<file path="src/rtl/alu_pkg.sv">
// alu_pkg
//   Shared types and widths for the ALU issue/writeback sequencer.
//   DW  : operand width
//   RW  : register index width
//   OPW : ALU opcode width
//   state_t : sequencer states IDLE -> ISSUE -> CAPTURE -> WB
//   instr_t : one instruction as offered on the issue port
package alu_pkg;

  localparam int DW  = 8;
  localparam int RW  = 3;
  localparam int OPW = 5;

  typedef enum logic [1:0] {
    IDLE    = 2'd0,
    ISSUE   = 2'd1,
    CAPTURE = 2'd2,
    WB      = 2'd3
  } state_t;

  typedef struct packed {
    logic [OPW-1:0] opcode;
    logic [RW-1:0]  rd;
    logic [RW-1:0]  ra;
    logic [RW-1:0]  rb;
    logic           imm_en;
    logic [DW-1:0]  imm;
  } instr_t;

endpackage

</file>
<file path="src/rtl/alu_regfile.sv">
// alu_regfile
//   NREGS x DW register file for the issue sequencer.
//   Two combinational operand read ports, one combinational debug read
//   port and one synchronous write port. Reset clears every entry.
//   Ports:
//     clk, rst          : clock, synchronous active-high reset
//     ra_addr / ra_data : operand A read port
//     rb_addr / rb_data : operand B read port
//     dbg_addr/dbg_data : debug read-back port
//     we, wa, wd        : write enable, write index, write data
module alu_regfile #(
  parameter int NREGS = 8,
  parameter int DW    = 8
) (
  input  logic                     clk,
  input  logic                     rst,
  input  logic [$clog2(NREGS)-1:0] ra_addr,
  output logic [DW-1:0]            ra_data,
  input  logic [$clog2(NREGS)-1:0] rb_addr,
  output logic [DW-1:0]            rb_data,
  input  logic [$clog2(NREGS)-1:0] dbg_addr,
  output logic [DW-1:0]            dbg_data,
  input  logic                     we,
  input  logic [$clog2(NREGS)-1:0] wa,
  input  logic [DW-1:0]            wd
);

  logic [DW-1:0] mem [NREGS];

  always_ff @(posedge clk) begin
    if (rst) begin
      for (int i = 0; i < NREGS; i++) begin
        mem[i] <= '0;
      end
    end else if (we) begin
      mem[wa] <= wd;
    end
  end

  assign ra_data  = mem[ra_addr];
  assign rb_data  = mem[rb_addr];
  assign dbg_data = mem[dbg_addr];

endmodule

</file>
<file path="src/rtl/alu_issue_seq.sv">
// alu_issue_seq
//   Issue/writeback sequencer in front of a combinational ALU. Accepts one
//   instruction per four cycles over valid/ready, reads operands from the
//   register file (or an immediate for B), holds them on the ALU ports for
//   a settle cycle, captures the result and writes its low byte back.
//   Ports:
//     clk, rst            : clock, synchronous active-high reset
//     instr_valid/ready   : instruction handshake
//     instr_opcode/rd/ra/rb/imm_en/imm : instruction fields
//     A, B, Opcode        : registered ALU operands and opcode
//     ALU_Out, CarryOut   : ALU result inputs
//     res_valid           : one-cycle writeback pulse
//     res_data, res_carry : captured ALU result and carry
//     hi_reg              : upper byte of the last written-back result
//     dbg_addr, dbg_data  : combinational register-file read-back
module alu_issue_seq #(
  parameter int NREGS = 8,
  parameter int DW    = 8
) (
  input  logic            clk,
  input  logic            rst,
  input  logic            instr_valid,
  output logic            instr_ready,
  input  logic [4:0]      instr_opcode,
  input  logic [2:0]      instr_rd,
  input  logic [2:0]      instr_ra,
  input  logic [2:0]      instr_rb,
  input  logic            instr_imm_en,
  input  logic [DW-1:0]   instr_imm,
  output logic [DW-1:0]   A,
  output logic [DW-1:0]   B,
  output logic [4:0]      Opcode,
  input  logic [2*DW-1:0] ALU_Out,
  input  logic            CarryOut,
  output logic            res_valid,
  output logic [2*DW-1:0] res_data,
  output logic            res_carry,
  output logic [DW-1:0]   hi_reg,
  input  logic [2:0]      dbg_addr,
  output logic [DW-1:0]   dbg_data
);

  import alu_pkg::*;

  state_t        state;
  instr_t        instr_in;
  logic [2:0]    rd_p0;
  logic [DW-1:0] ra_data;
  logic [DW-1:0] rb_data;
  logic          rf_we;

  always_comb begin
    instr_in        = '0;
    instr_in.opcode = instr_opcode;
    instr_in.rd     = instr_rd;
    instr_in.ra     = instr_ra;
    instr_in.rb     = instr_rb;
    instr_in.imm_en = instr_imm_en;
    instr_in.imm    = instr_imm;
  end

  assign instr_ready = (state == IDLE);
  assign res_valid   = (state == WB);
  // Writeback lands on the WB->IDLE edge, so an instruction accepted in the
  // following IDLE cycle already reads the new value.
  assign rf_we       = (state == WB);

  alu_regfile #(
    .NREGS (NREGS),
    .DW    (DW)
  ) u_regfile (
    .clk      (clk),
    .rst      (rst),
    .ra_addr  (instr_in.ra),
    .ra_data  (ra_data),
    .rb_addr  (instr_in.rb),
    .rb_data  (rb_data),
    .dbg_addr (dbg_addr),
    .dbg_data (dbg_data),
    .we       (rf_we),
    .wa       (rd_p0),
    .wd       (res_data[DW-1:0])
  );

  always_ff @(posedge clk) begin
    if (rst) begin
      state     <= IDLE;
      A         <= '0;
      B         <= '0;
      Opcode    <= '0;
      res_data  <= '0;
      res_carry <= 1'b0;
      hi_reg    <= '0;
    end else begin
      case (state)
        // accept: latch destination and drive operands onto the ALU
        IDLE: begin
          if (instr_valid) begin
            rd_p0  <= instr_in.rd;
            A      <= ra_data;
            B      <= instr_in.imm_en ? instr_in.imm : rb_data;
            Opcode <= instr_in.opcode;
            state  <= ISSUE;
          end
        end
        // operands held stable while the ALU settles
        ISSUE: begin
          state <= CAPTURE;
        end
        // capture the ALU result
        CAPTURE: begin
          res_data  <= ALU_Out;
          res_carry <= CarryOut;
          state     <= WB;
        end
        // writeback: low byte to the register file, high byte to hi_reg
        WB: begin
          hi_reg <= res_data[2*DW-1:DW];
          state  <= IDLE;
        end
        default: begin
          state <= IDLE;
        end
      endcase
    end
  end

endmodule

</file>
<file path="config.mk">
export PLATFORM = sky130hd
export DESIGN_NAME = alu_issue_seq
export DESIGN_NICKNAME = d
export VERILOG_FILES = /design/src/rtl/alu_pkg.sv /design/src/rtl/alu_regfile.sv /design/src/rtl/alu_issue_seq.sv
export SDC_FILE = /design/constraint.sdc
export NUM_CORES = 1
export LEC_CHECK = 0
export BUFFER_PORTS_ARGS = -buffer_cell sky130_fd_sc_hd__buf_2
export CAP_MARGIN = 20
export CELL_PAD_IN_SITES_DETAIL_PLACEMENT = 1
export CELL_PAD_IN_SITES_GLOBAL_PLACEMENT = 2
export CORE_UTILIZATION = 37
export CTS_CLUSTER_SIZE = 28
export DETAILED_ROUTE_END_ITERATION = 6
export PLACE_DENSITY_LB_ADDON = 0.1
export SLEW_MARGIN = 20
export SYNTH_ARGS = -nofsm -noshare
export SYNTH_HDL_FRONTEND = slang
export SYNTH_SLANG_ARGS = --single-unit
</file>
<file path="constraint.sdc">
create_clock -name clk -period 2.3 [get_ports clk]
set_clock_uncertainty 0.1 [all_clocks]
set_input_delay 0.575 -clock clk [delete_from_list [all_inputs] [get_ports clk]]
set_output_delay 0.575 -clock clk [all_outputs]
set_load 0.1 [all_outputs]
</file>
==> results.yml, run 1 <==
timing:
  fmax_mhz: 398.3
  slew_headroom: 0.2786
  final.period_utilization: 1.092
  whs_ps: 237.6
  final-hold-violation-count: 0
  worst_pin_slew_ps: 1074
  setup_viol: 8
  setup_slack_ps: -210.6
  fin_crit_ps: 2511
  rsz0062_at_grt: "yes"
  maxSlewViolCount: 0
logic_synthesis:
  synth_seq_cells: 115
  synth_edf_count: 67
  syn_nets: 548
  yosysWarningCount: 0
  synth_cell_types: 32
  synthesis.area_um2: 5904
  synth_ff_type: "edfxtp_1"
  async_flop_share: 0
  syn-instance-count: 498
  yosysSeqAreaShare: 0.5035
  synth_area_per_cell_um2: 11.86
power_and_ir_drop:
  peakVddDrop_mv: 0.4666
  p_leak_nw: 3.471
  p_total_w: 0.007373
  cellPowerDensity_nw_per_um2: 927.1
setup_path:
  cp_max_fo: 2
  start_kind: "register"
  critPathMaxStageDelay_ps: 510
  cp.required_ps: 1620
  path_cells: "mux4_2 > mux2_4 > buf_12"
  rrSetupSlack_ps: 170
  critPathCaptureType: "output port"
  reg2reg_from: "state[0]"
  cp_slowest_cell: "mux4_2"
  crit_type: "reg2out"
  timing.rr.end: "B[3]"
  reg2regPathDepth: 6
  arrival_ps: 1840
hold_path:
  holdCritPathClass: "in2reg"
  worstHoldStart: "instr_rd[0]"
  whs_endpoint: "rd_p0[0]"
  hold_depth: 1
cells_and_area:
  layout_common_cells: "buf_2, mux2i_1, buf_4"
  drive_above_1_share: 0.3829
  antenna_cells: 0
  largestRegisters: "u_regfile.mem (64), res_data (16)"
  mostFrequentLayoutCell: "buf_2"
  largest_reg_flops: 64
  area_delta_synth_final_pct: 34.69
  finalNetCount: 729
  fin_util: 0.5174
  largest_register: "u_regfile.mem"
  instances_no_fill: 903
route:
  highest_layer: "met4"
  wl_per_cell_um: 19.83
  antenna_left: 0
  num_vias: 4697
  first_pass_iters: 4
  drt_iter0_markers: 275
  wl_met1_um: 8166
  drc: 0
  wl_met3_um: 881
  dr_wl_met2_um: 8538
  wirelength_um: 17900
  vias_per_cell: 5.202
floorplanning:
  coreArea_um2: 15370
  design.die.area_um2: 16470
  dieWidth_um: 128.3
  io_pins: 102
  row_count: 45
  initial_utilization: 0.3841
  fp.dieH_um: 128.3
grt:
  grt_overflow: 0
  grt_pass1_vias: 4801
  grt_use_total: 0.2275
  grt_pass1_wl_um: 27960
  antenna_found_initial: 0
  grt_max_degree: 33
clocking:
  cts_made_buffers: 17
  path_clk_slew_ps: 50
  clock-sinks: 115
  cts_max_level: 4
  clk_path_buf_depth: 2
  cts_tree: "done"
  insertion_delay_ps: 410
  root_buffer: "clkbuf_16"
place:
  dp.cells: 806
  dp_hpwl_um: 12250
  io_buffer_count: 101
  place_congestion: 0.8381
flow_run:
  maxCapViolations: 0
run_status:
  violations: "negative setup slack"
  status: "complete, but fails checks"
[kinds of logic (layout without fill, tap and decap cells)]
| group | after synthesis | in the layout | synth area share |
|---|---|---|---|
| and+or+nand+nor | 168 | 168 | 0.1530 |
| DFF | 115 | 115 | 0.5035 |
| adders and majority gates | 4 | 4 | 0.008477 |
| buffers and inverters | 35 | 229 | 0.03073 |
| AOI/OAI and AO/OA | 62 | 62 | 0.06654 |
| muxes | 114 | 114 | 0.2378 |
[routing by layer]
layer / global-route usage / vias up
li1: - / 2189
met1: 0.3035 / 2336
met2: 0.3698 / 150
met3: 0.04925 / 22
met4: 0.07059 / 0
met5: 0 / -
[critical path, delay by kind of cell, from the launching register on]
family | cells | cell delay, ps
multiplexers | 2 | 820
flip-flops | 1 | 440
buffers and inverters | 1 | 170
[power breakdown]
group,internal [W],switching [W],total (W),leakage [nW]
registers,0.00238,0.000169,0.00255,1.08
clock network,0.00146,0.000943,0.00240,0.274
logic,0.000640,0.00178,0.00242,2.12
[through the flow]
step / setup TNS, ps / area, um^2 / setup slack [ps]
global placement: -2676 / 6809 / -352.1
finish: -1448 / 7953 / -210.6
CTS: -1359 / 7895 / -190.6
detailed placement: -2812 / 6809 / -374.9
global route: -1695 / 7953 / -231.3
floorplan: -717.9 / 5957 / -119.7
[cell usage after synthesis, types with 7 or more instances]
| library cell | count | area (um^2) |
|---|---|---|
| mux4_1 | 14 | 367.9 |
| nor2_1 | 42 | 157.7 |
| edfxtp_1 | 67 | 2012 |
| mux2_2 | 8 | 90.09 |
| and2_1 | 67 | 419.2 |
| or2_2 | 8 | 50.05 |
| o21ai_0 | 8 | 40.04 |
| dfxtp_1 | 48 | 960.9 |
| buf_1 | 7 | 26.28 |
| a22oi_1 | 32 | 240.2 |
| nor3_1 | 10 | 50.05 |
| nand2_1 | 13 | 48.80 |
| clkbuf_1 | 11 | 41.29 |
| and3_1 | 8 | 50.05 |
| nand3_1 | 8 | 40.04 |
| a21oi_1 | 21 | 105.1 |
| mux2i_1 | 90 | 900.9 |
| buf_2 | 9 | 45.04 |
[what timing repair did]
item,CTS,global route
cloned,1,0
gates resized for setup,49,1
setup endpoints to repair,8,8
pin swaps,0,0
hold buffers,0,0
setup buffers,57,7
[layout make-up]
| type | instances | area [um^2] |
|---|---|---|
| Sequential cell | 115 | 2973 |
| Multi-Input combinational cell | 348 | 2743 |
| Fill cell | 1672 | 7418 |
| Inverter | 2 | 7.507 |
| Clock buffer | 21 | 470.5 |
| Timing Repair Buffer | 195 | 1416 |
| Tap cell | 211 | 264.0 |
| Clock inverter | 11 | 78.83 |
[worst max-delay path by stage]
stage / start / to / cells after the start
floorplan: dbg_addr[0] / dbg_data[5] / 4
global placement: dbg_addr[0] / dbg_data[2] / 5
detailed placement: dbg_addr[0] / dbg_data[0] / 5
CTS: u_regfile.mem[5][2] / dbg_data[2] / 3
global route: u_regfile.mem[5][1] / dbg_data[1] / 3
finish: u_regfile.mem[3][5] / dbg_data[5] / 3
No activity file was read; power rests on OpenSTA's default activity.
==> run 2: changes to the inputs <==
--- a/config.mk
+++ b/config.mk
@@ -5,14 +5,16 @@
 export SDC_FILE = /design/constraint.sdc
 export NUM_CORES = 1
 export LEC_CHECK = 0
+export ABC_AREA = 1
 export BUFFER_PORTS_ARGS = -buffer_cell sky130_fd_sc_hd__buf_2
 export CAP_MARGIN = 20
 export CELL_PAD_IN_SITES_DETAIL_PLACEMENT = 1
 export CELL_PAD_IN_SITES_GLOBAL_PLACEMENT = 2
-export CORE_UTILIZATION = 37
+export CORE_UTILIZATION = 33
 export CTS_CLUSTER_SIZE = 28
 export DETAILED_ROUTE_END_ITERATION = 6
 export PLACE_DENSITY_LB_ADDON = 0.1
+export SKIP_LAST_GASP = 1
 export SLEW_MARGIN = 20
 export SYNTH_ARGS = -nofsm -noshare
 export SYNTH_HDL_FRONTEND = slang
==> run 2 against run 1 <==
  * The flow now finishes without violations
  * Combinational power is 45% higher
  * Total power is 17% higher
  * Die area is 12% higher
  * Register-to-register slack better by 90 ps
  * Critical path depth is 2 higher
  * Via count is 21% higher
  * Hold slack worse by 9.9 ps
  * Non-clock buffer count is 68 lower
  * Final cell count is 19% higher
  * Sequential power is 5% higher
  * First-iteration DRC count is 0.36% lower
  * Clock power is 3% higher
  * Largest power group is now combinational logic
==> results.yml, run 2 <==
route:
  antenna_left: 0
  first_pass_iters: 5
  drt_iter0_markers: 274
  drc: 0
  wirelength_um: 21700
  vias_per_cell: 5.288
  num_vias: 5695
  wl_per_cell_um: 20.15
setup_path:
  start_kind: "register"
  arrival_ps: 1620
  crit_type: "reg2out"
  cp_max_fo: 3
  cp.required_ps: 1620
  critPathMaxStageDelay_ps: 520
  critPathCaptureType: "output port"
  path_cells: "o211ai_1 > nand2_1 > nor2_2 > a31oi_4 > buf_12"
  cp_slowest_cell: "edfxtp_1"
logic_synthesis:
  synth_area_per_cell_um2: 8.015
  async_flop_share: 0
  yosys.area.top_type: "edfxtp_1"
  synth_ff_type: "edfxtp_1"
  synthesis.area_um2: 5923
  synth_common_cells: "nor2_1, nand2_1, o21ai_0, a21oi_1, edfxtp_1"
  synth_seq_cells: 115
  syn-instance-count: 739
  synth.most_common_cell: "nor2_1"
  synth_area_leaders: "edfxtp_1, dfxtp_1, nor2_1"
  synth_cell_types: 26
  yosysSeqAreaShare: 0.5019
  synth_edf_count: 67
  yosysTopAreaCellShare: 0.3397
  syn_nets: 789
  yosysWarningCount: 0
cells_and_area:
  layout_common_cells: "nor2_1, nand2_1, buf_2"
  area_delta_synth_final_pct: 27.84
  finalNetCount: 889
  largestRegisters: "u_regfile.mem (64), res_data (16)"
  antenna_cells: 0
  largest_reg_flops: 64
  fin_area_um2: 7572
  drive_above_1_share: 0.2559
  largest_register: "u_regfile.mem"
  mostFrequentLayoutCell: "nor2_1"
  instances_no_fill: 1077
grt:
  antenna_found_initial: 0
  met1_usage: 0.3291
  grt_max_degree: 56
  grt_pass1_vias: 5639
  grt_pass1_wl_um: 32580
  grt_overflow: 0
  grt.busiest_layer: "met2"
  met2_usage: 0.3781
  grt_use_total: 0.2435
  gr-usage-met3: 0.05295
flow_run:
  maxCapViolations: 0
timing:
  rsz0062_at_grt: "yes"
  worst_pin_slew_ps: 600.7
  final.period_utilization: 0.9989
  fin_crit_ps: 2297
  final-hold-violation-count: 0
  fmax_mhz: 435.3
  slew_headroom: 0.5996
  maxSlewViolCount: 0
  setup_viol: 0
clocking:
  cts_tree: "done"
  cts_max_level: 4
  clk_path_buf_depth: 2
  path_clk_slew_ps: 60
  root_buffer: "clkbuf_16"
  insertion_delay_ps: 420
  postCtsHoldBufs: 0
  clock-sinks: 115
  cts_made_buffers: 17
power_and_ir_drop:
  sw_frac_of_total: 0.4791
  p_int_w: 0.004509
  p_leak_nw: 3.134
  seqPwrFrac: 0.311
  cellPowerDensity_nw_per_um2: 1143
  p_comb_frac: 0.405
  switchingPower_w: 0.004147
  peakVddDrop_mv: 0.6738
  pwr-share-clk: 0.284
place:
  dp_hpwl_um: 16310
  dp.cells: 1040
  placed_cell_area_um2: 6845
  io_buffer_count: 101
  place_congestion: 0.8723
run_status:
  status: "completed"
floorplanning:
  design.die.area_um2: 18490
  row_count: 48
  io_pins: 102
  dieWidth_um: 136.0
  initial_utilization: 0.3401
  coreArea_um2: 17420
  fp.dieH_um: 136.0
hold_path:
  holdCritPathClass: "in2reg"
run 2: cell count changes in the layout (fill, tap and decap cells not counted), sizes merged, moves of 61 or more:
cell,delta
a21oi,+61
o21ai,+117
and2,-67
buf,-70
nor2,+82
nand2,+98
mux2i,-90
run 2: power by group through the flow:
| stage | Sequential [W] | Clock (W) | Combinational [W] |
|---|---|---|---|
| floorplan | 0.00436 | 0 | 0.00109 |
| global placement | 0.00271 | 0 | 0.00345 |
| detailed placement | 0.00273 | 0 | 0.00349 |
| CTS | 0.00269 | 0.00252 | 0.00352 |
| global route | 0.00272 | 0.00259 | 0.00371 |
| finish | 0.00269 | 0.00246 | 0.00351 |
run 2: routing by layer:
layer	wire length, um	part of all wire
met4	627	0.029
met3	983	0.045
met1	9994	0.46
met2	10100	0.47
met5	0	0
run 2: logic make-up (layout without fill, tap and decap cells):
kind of cell | count (synthesis) | count (layout) | synth area share
compound gates | 228 | 228 | 0.2049
fa+ha+maj | 4 | 4 | 0.008450
buf+inv | 106 | 219 | 0.08661
flops | 115 | 115 | 0.5019
simple gates | 286 | 286 | 0.1981
run 2: final cells by class:
class	instances	area (um^2)
clock buffer	18	430.4
sequential	115	2973
inverter	60	232.7
timing repair buffer	127	944.7
clock inverter	14	118.9
tap	225	281.5
fill	2133	9844
multi-input combinational	518	2591
run 2: critical path: cells and delay by family, from the launching register on:
family	cells	cell delay (ps)
AO/OA/AOI/OAI	2	270
buffers and inverters	1	190
flip-flops	1	520
AND/OR/NAND/NOR	2	220
run 2: repair_timing:
item                                    4_1_cts  5_1_grt
cloned                                        2        1
buffers inserted                              0        2
pin swaps                                     2        9
endpoints found under the setup margin        8        9
resized for setup                            28       25
run 2: final timing paths:
path,depth (start not counted),slack [ps],from,end
worst max-delay path,5,3,u_regfile.mem[2][5],dbg_data[5]
worst min-delay path,1,230,instr_rd[2],rd_p0[2]
worst max register to register,5,260,state[1],u_regfile.mem[6][6]
worst min register to register,2,390,Opcode[0],Opcode[0]
run 2: per-stage QoR:
step | TNS, ps | hold WS (ps) | utilization | setup slack, ps | power [W]
detailed placement | -459.4 | 373.2 | 0.3930 | -118.4 | 0.006214
floorplan | -21.34 | 392.1 | - | -21.34 | 0.005443
finish | 0 | 227.7 | 0.4348 | 2.585 | 0.008656
CTS | -21.42 | 206.3 | 0.4300 | -18.21 | 0.008724
global route | -239.5 | 207.9 | 0.4348 | -63.59 | 0.009015
global placement | -95.41 | 358.9 | 0.3930 | -58.21 | 0.006158
==> run 3: changes to the inputs <==
--- a/config.mk
+++ b/config.mk
@@ -14,6 +14,7 @@
 export CTS_CLUSTER_SIZE = 28
 export DETAILED_ROUTE_END_ITERATION = 6
 export PLACE_DENSITY_LB_ADDON = 0.1
+export RECOVER_POWER = 25
 export SKIP_LAST_GASP = 1
 export SLEW_MARGIN = 20
 export SYNTH_ARGS = -nofsm -noshare
==> run 3 against run 2 <==
  * Clock power barely moved
  * Via count barely moved
  * Sequential power is essentially flat
  * Largest cell class unchanged
  * Register-to-register slack got worse by 190 ps
==> results.yml, run 3 (same netlist as run 2, synthesis figures left out) <==
run_status:
  status: "completed"
cells_and_area:
  antenna_cells: 0
  mostFrequentLayoutCell: "nor2_1"
  drive_above_1_share: 0.2488
  instances_no_fill: 1077
  largest_reg_flops: 64
  layout_common_cells: "nor2_1, nand2_1, buf_2"
  largest_register: "u_regfile.mem"
  finalNetCount: 889
  area_delta_synth_final_pct: 27.48
  fin_util: 0.4335
  largestRegisters: "u_regfile.mem (64), res_data (16)"
  nFillCells: 2131
place:
  dp.cells: 1040
  dp_hpwl_um: 16310
  io_buffer_count: 101
  place_congestion: 0.8723
floorplanning:
  coreArea_um2: 17420
  initial_utilization: 0.3401
  row_count: 48
  dieWidth_um: 136.0
  design.die.area_um2: 18490
  io_pins: 102
  fp.dieH_um: 136.0
route:
  drt_iter0_markers: 316
  antenna_left: 0
  drc: 0
  wirelength_um: 21670
  first_pass_iters: 5
  vias_per_cell: 5.284
  num_vias: 5691
  wl_per_cell_um: 20.12
timing:
  fmax_mhz: 435.2
  fin_crit_ps: 2298
  worst_pin_slew_ps: 993.6
  rsz0062_at_grt: "yes"
  slew_headroom: 0.3376
  setup_viol: 0
  whs_ps: 229.2
  maxSlewViolCount: 0
  final.period_utilization: 0.9990
  final-hold-violation-count: 0
clocking:
  clk_path_buf_depth: 2
  cts_made_buffers: 17
  cts_max_level: 4
  clock-sinks: 115
  path_clk_slew_ps: 60
  insertion_delay_ps: 420
  root_buffer: "clkbuf_16"
  cts_tree: "done"
setup_path:
  cp_max_fo: 3
  crit_start: "u_regfile.mem[2][5]"
  arrival_ps: 1620
  cp.required_ps: 1620
  path_cells: "o211ai_1 > nand2_1 > nor2_2 > a31oi_4 > buf_12"
  reg2reg_from: "state[1]"
  critPathCaptureType: "output port"
  rrSetupSlack_ps: 70
  start_kind: "register"
  critPathMaxStageDelay_ps: 520
  crit_type: "reg2out"
  cp_slowest_cell: "edfxtp_1"
grt:
  grt_pass1_vias: 5639
  grt_pass1_wl_um: 32580
  grt_max_degree: 56
  grt_overflow: 0
  grt_use_total: 0.2435
  antenna_found_initial: 0
power_and_ir_drop:
  p_leak_nw: 3.127
  pwr-share-clk: 0.284
  switchingPower_w: 0.004137
  sw_frac_of_total: 0.4786
  p_int_w: 0.004508
  seqPwrFrac: 0.311
  peakVddDrop_mv: 0.6736
  p_comb_frac: 0.405
  cellPowerDensity_nw_per_um2: 1145
flow_run:
  maxCapViolations: 0
hold_path:
  worstHoldStart: "instr_rd[2]"
  holdCritPathClass: "in2reg"
-- run 3: cell count changes in the layout (fill, tap and decap cells not counted), sizes merged --
cell / delta
buf: -2
clkbuf: +2
-- run 3: final cells by class --
cell class                      instances  area [um^2]  area share
Clock buffer                           18        430.4     0.05700
Clock inverter                         14        118.9     0.01574
Inverter                               60        232.7     0.03082
Multi-Input combinational cell        518         2574      0.3408
Sequential cell                       115         2973      0.3937
Tap cell                              225        281.5     0.03728
Timing Repair Buffer                  127        940.9      0.1246
-- run 3: worst max-delay path, delay by kind of cell, from the launching register on --
kind / cells / cell delay [ps]
compound gates: 2 / 270
simple gates: 2 / 220
flops: 1 / 520
buf+inv: 1 / 190
-- run 3: stage by stage --
step                      total power (W)  area, um^2  TNS, ps  setup slack, ps
after floorplan                  0.005443        6020   -21.34           -21.34
after global placement           0.006158        6845   -95.41           -58.21
after detailed placement         0.006214        6845   -459.4           -118.4
after CTS                        0.008724        7488   -21.42           -18.21
after global routing             0.009009        7551    -1105           -63.59
final                            0.008645        7551        0            2.357
-- run 3: path summary, 6_finish.rpt --
check / endpoint / cells after the start
worst max register to register: u_regfile.mem[6][2] / 5
worst min-delay path: rd_p0[2] / 1
worst min register to register: Opcode[0] / 2
worst max-delay path: dbg_data[5] / 5
-- run 3: power groups by stage --
stage | Clock, W | Combinational, W | Sequential [W]
floorplan | 0 | 0.00109 | 0.00436
global placement | 0 | 0.00345 | 0.00271
detailed placement | 0 | 0.00349 | 0.00273
CTS | 0.00252 | 0.00352 | 0.00269
global route | 0.00259 | 0.00370 | 0.00272
finish | 0.00245 | 0.00350 | 0.00269
-- run 3: layer usage --
| metal | global-route usage | up-vias | share of wire |
|---|---|---|---|
| li1 | - | 2706 | - |
| met1 | 0.3291 | 2795 | 0.46 |
| met2 | 0.3781 | 152 | 0.47 |
| met3 | 0.05295 | 38 | 0.049 |
| met4 | 0.09506 | 0 | 0.028 |
| met5 | 0 | - | 0 |
-- run 3: what timing repair did --
action                                  in CTS  in global routing
buffers inserted                             0                  2
hold buffers                                 0                  0
cloned                                       2                  1
pin swaps                                    2                  9
endpoints found under the setup margin       8                  9
gates resized for setup                     28                 25
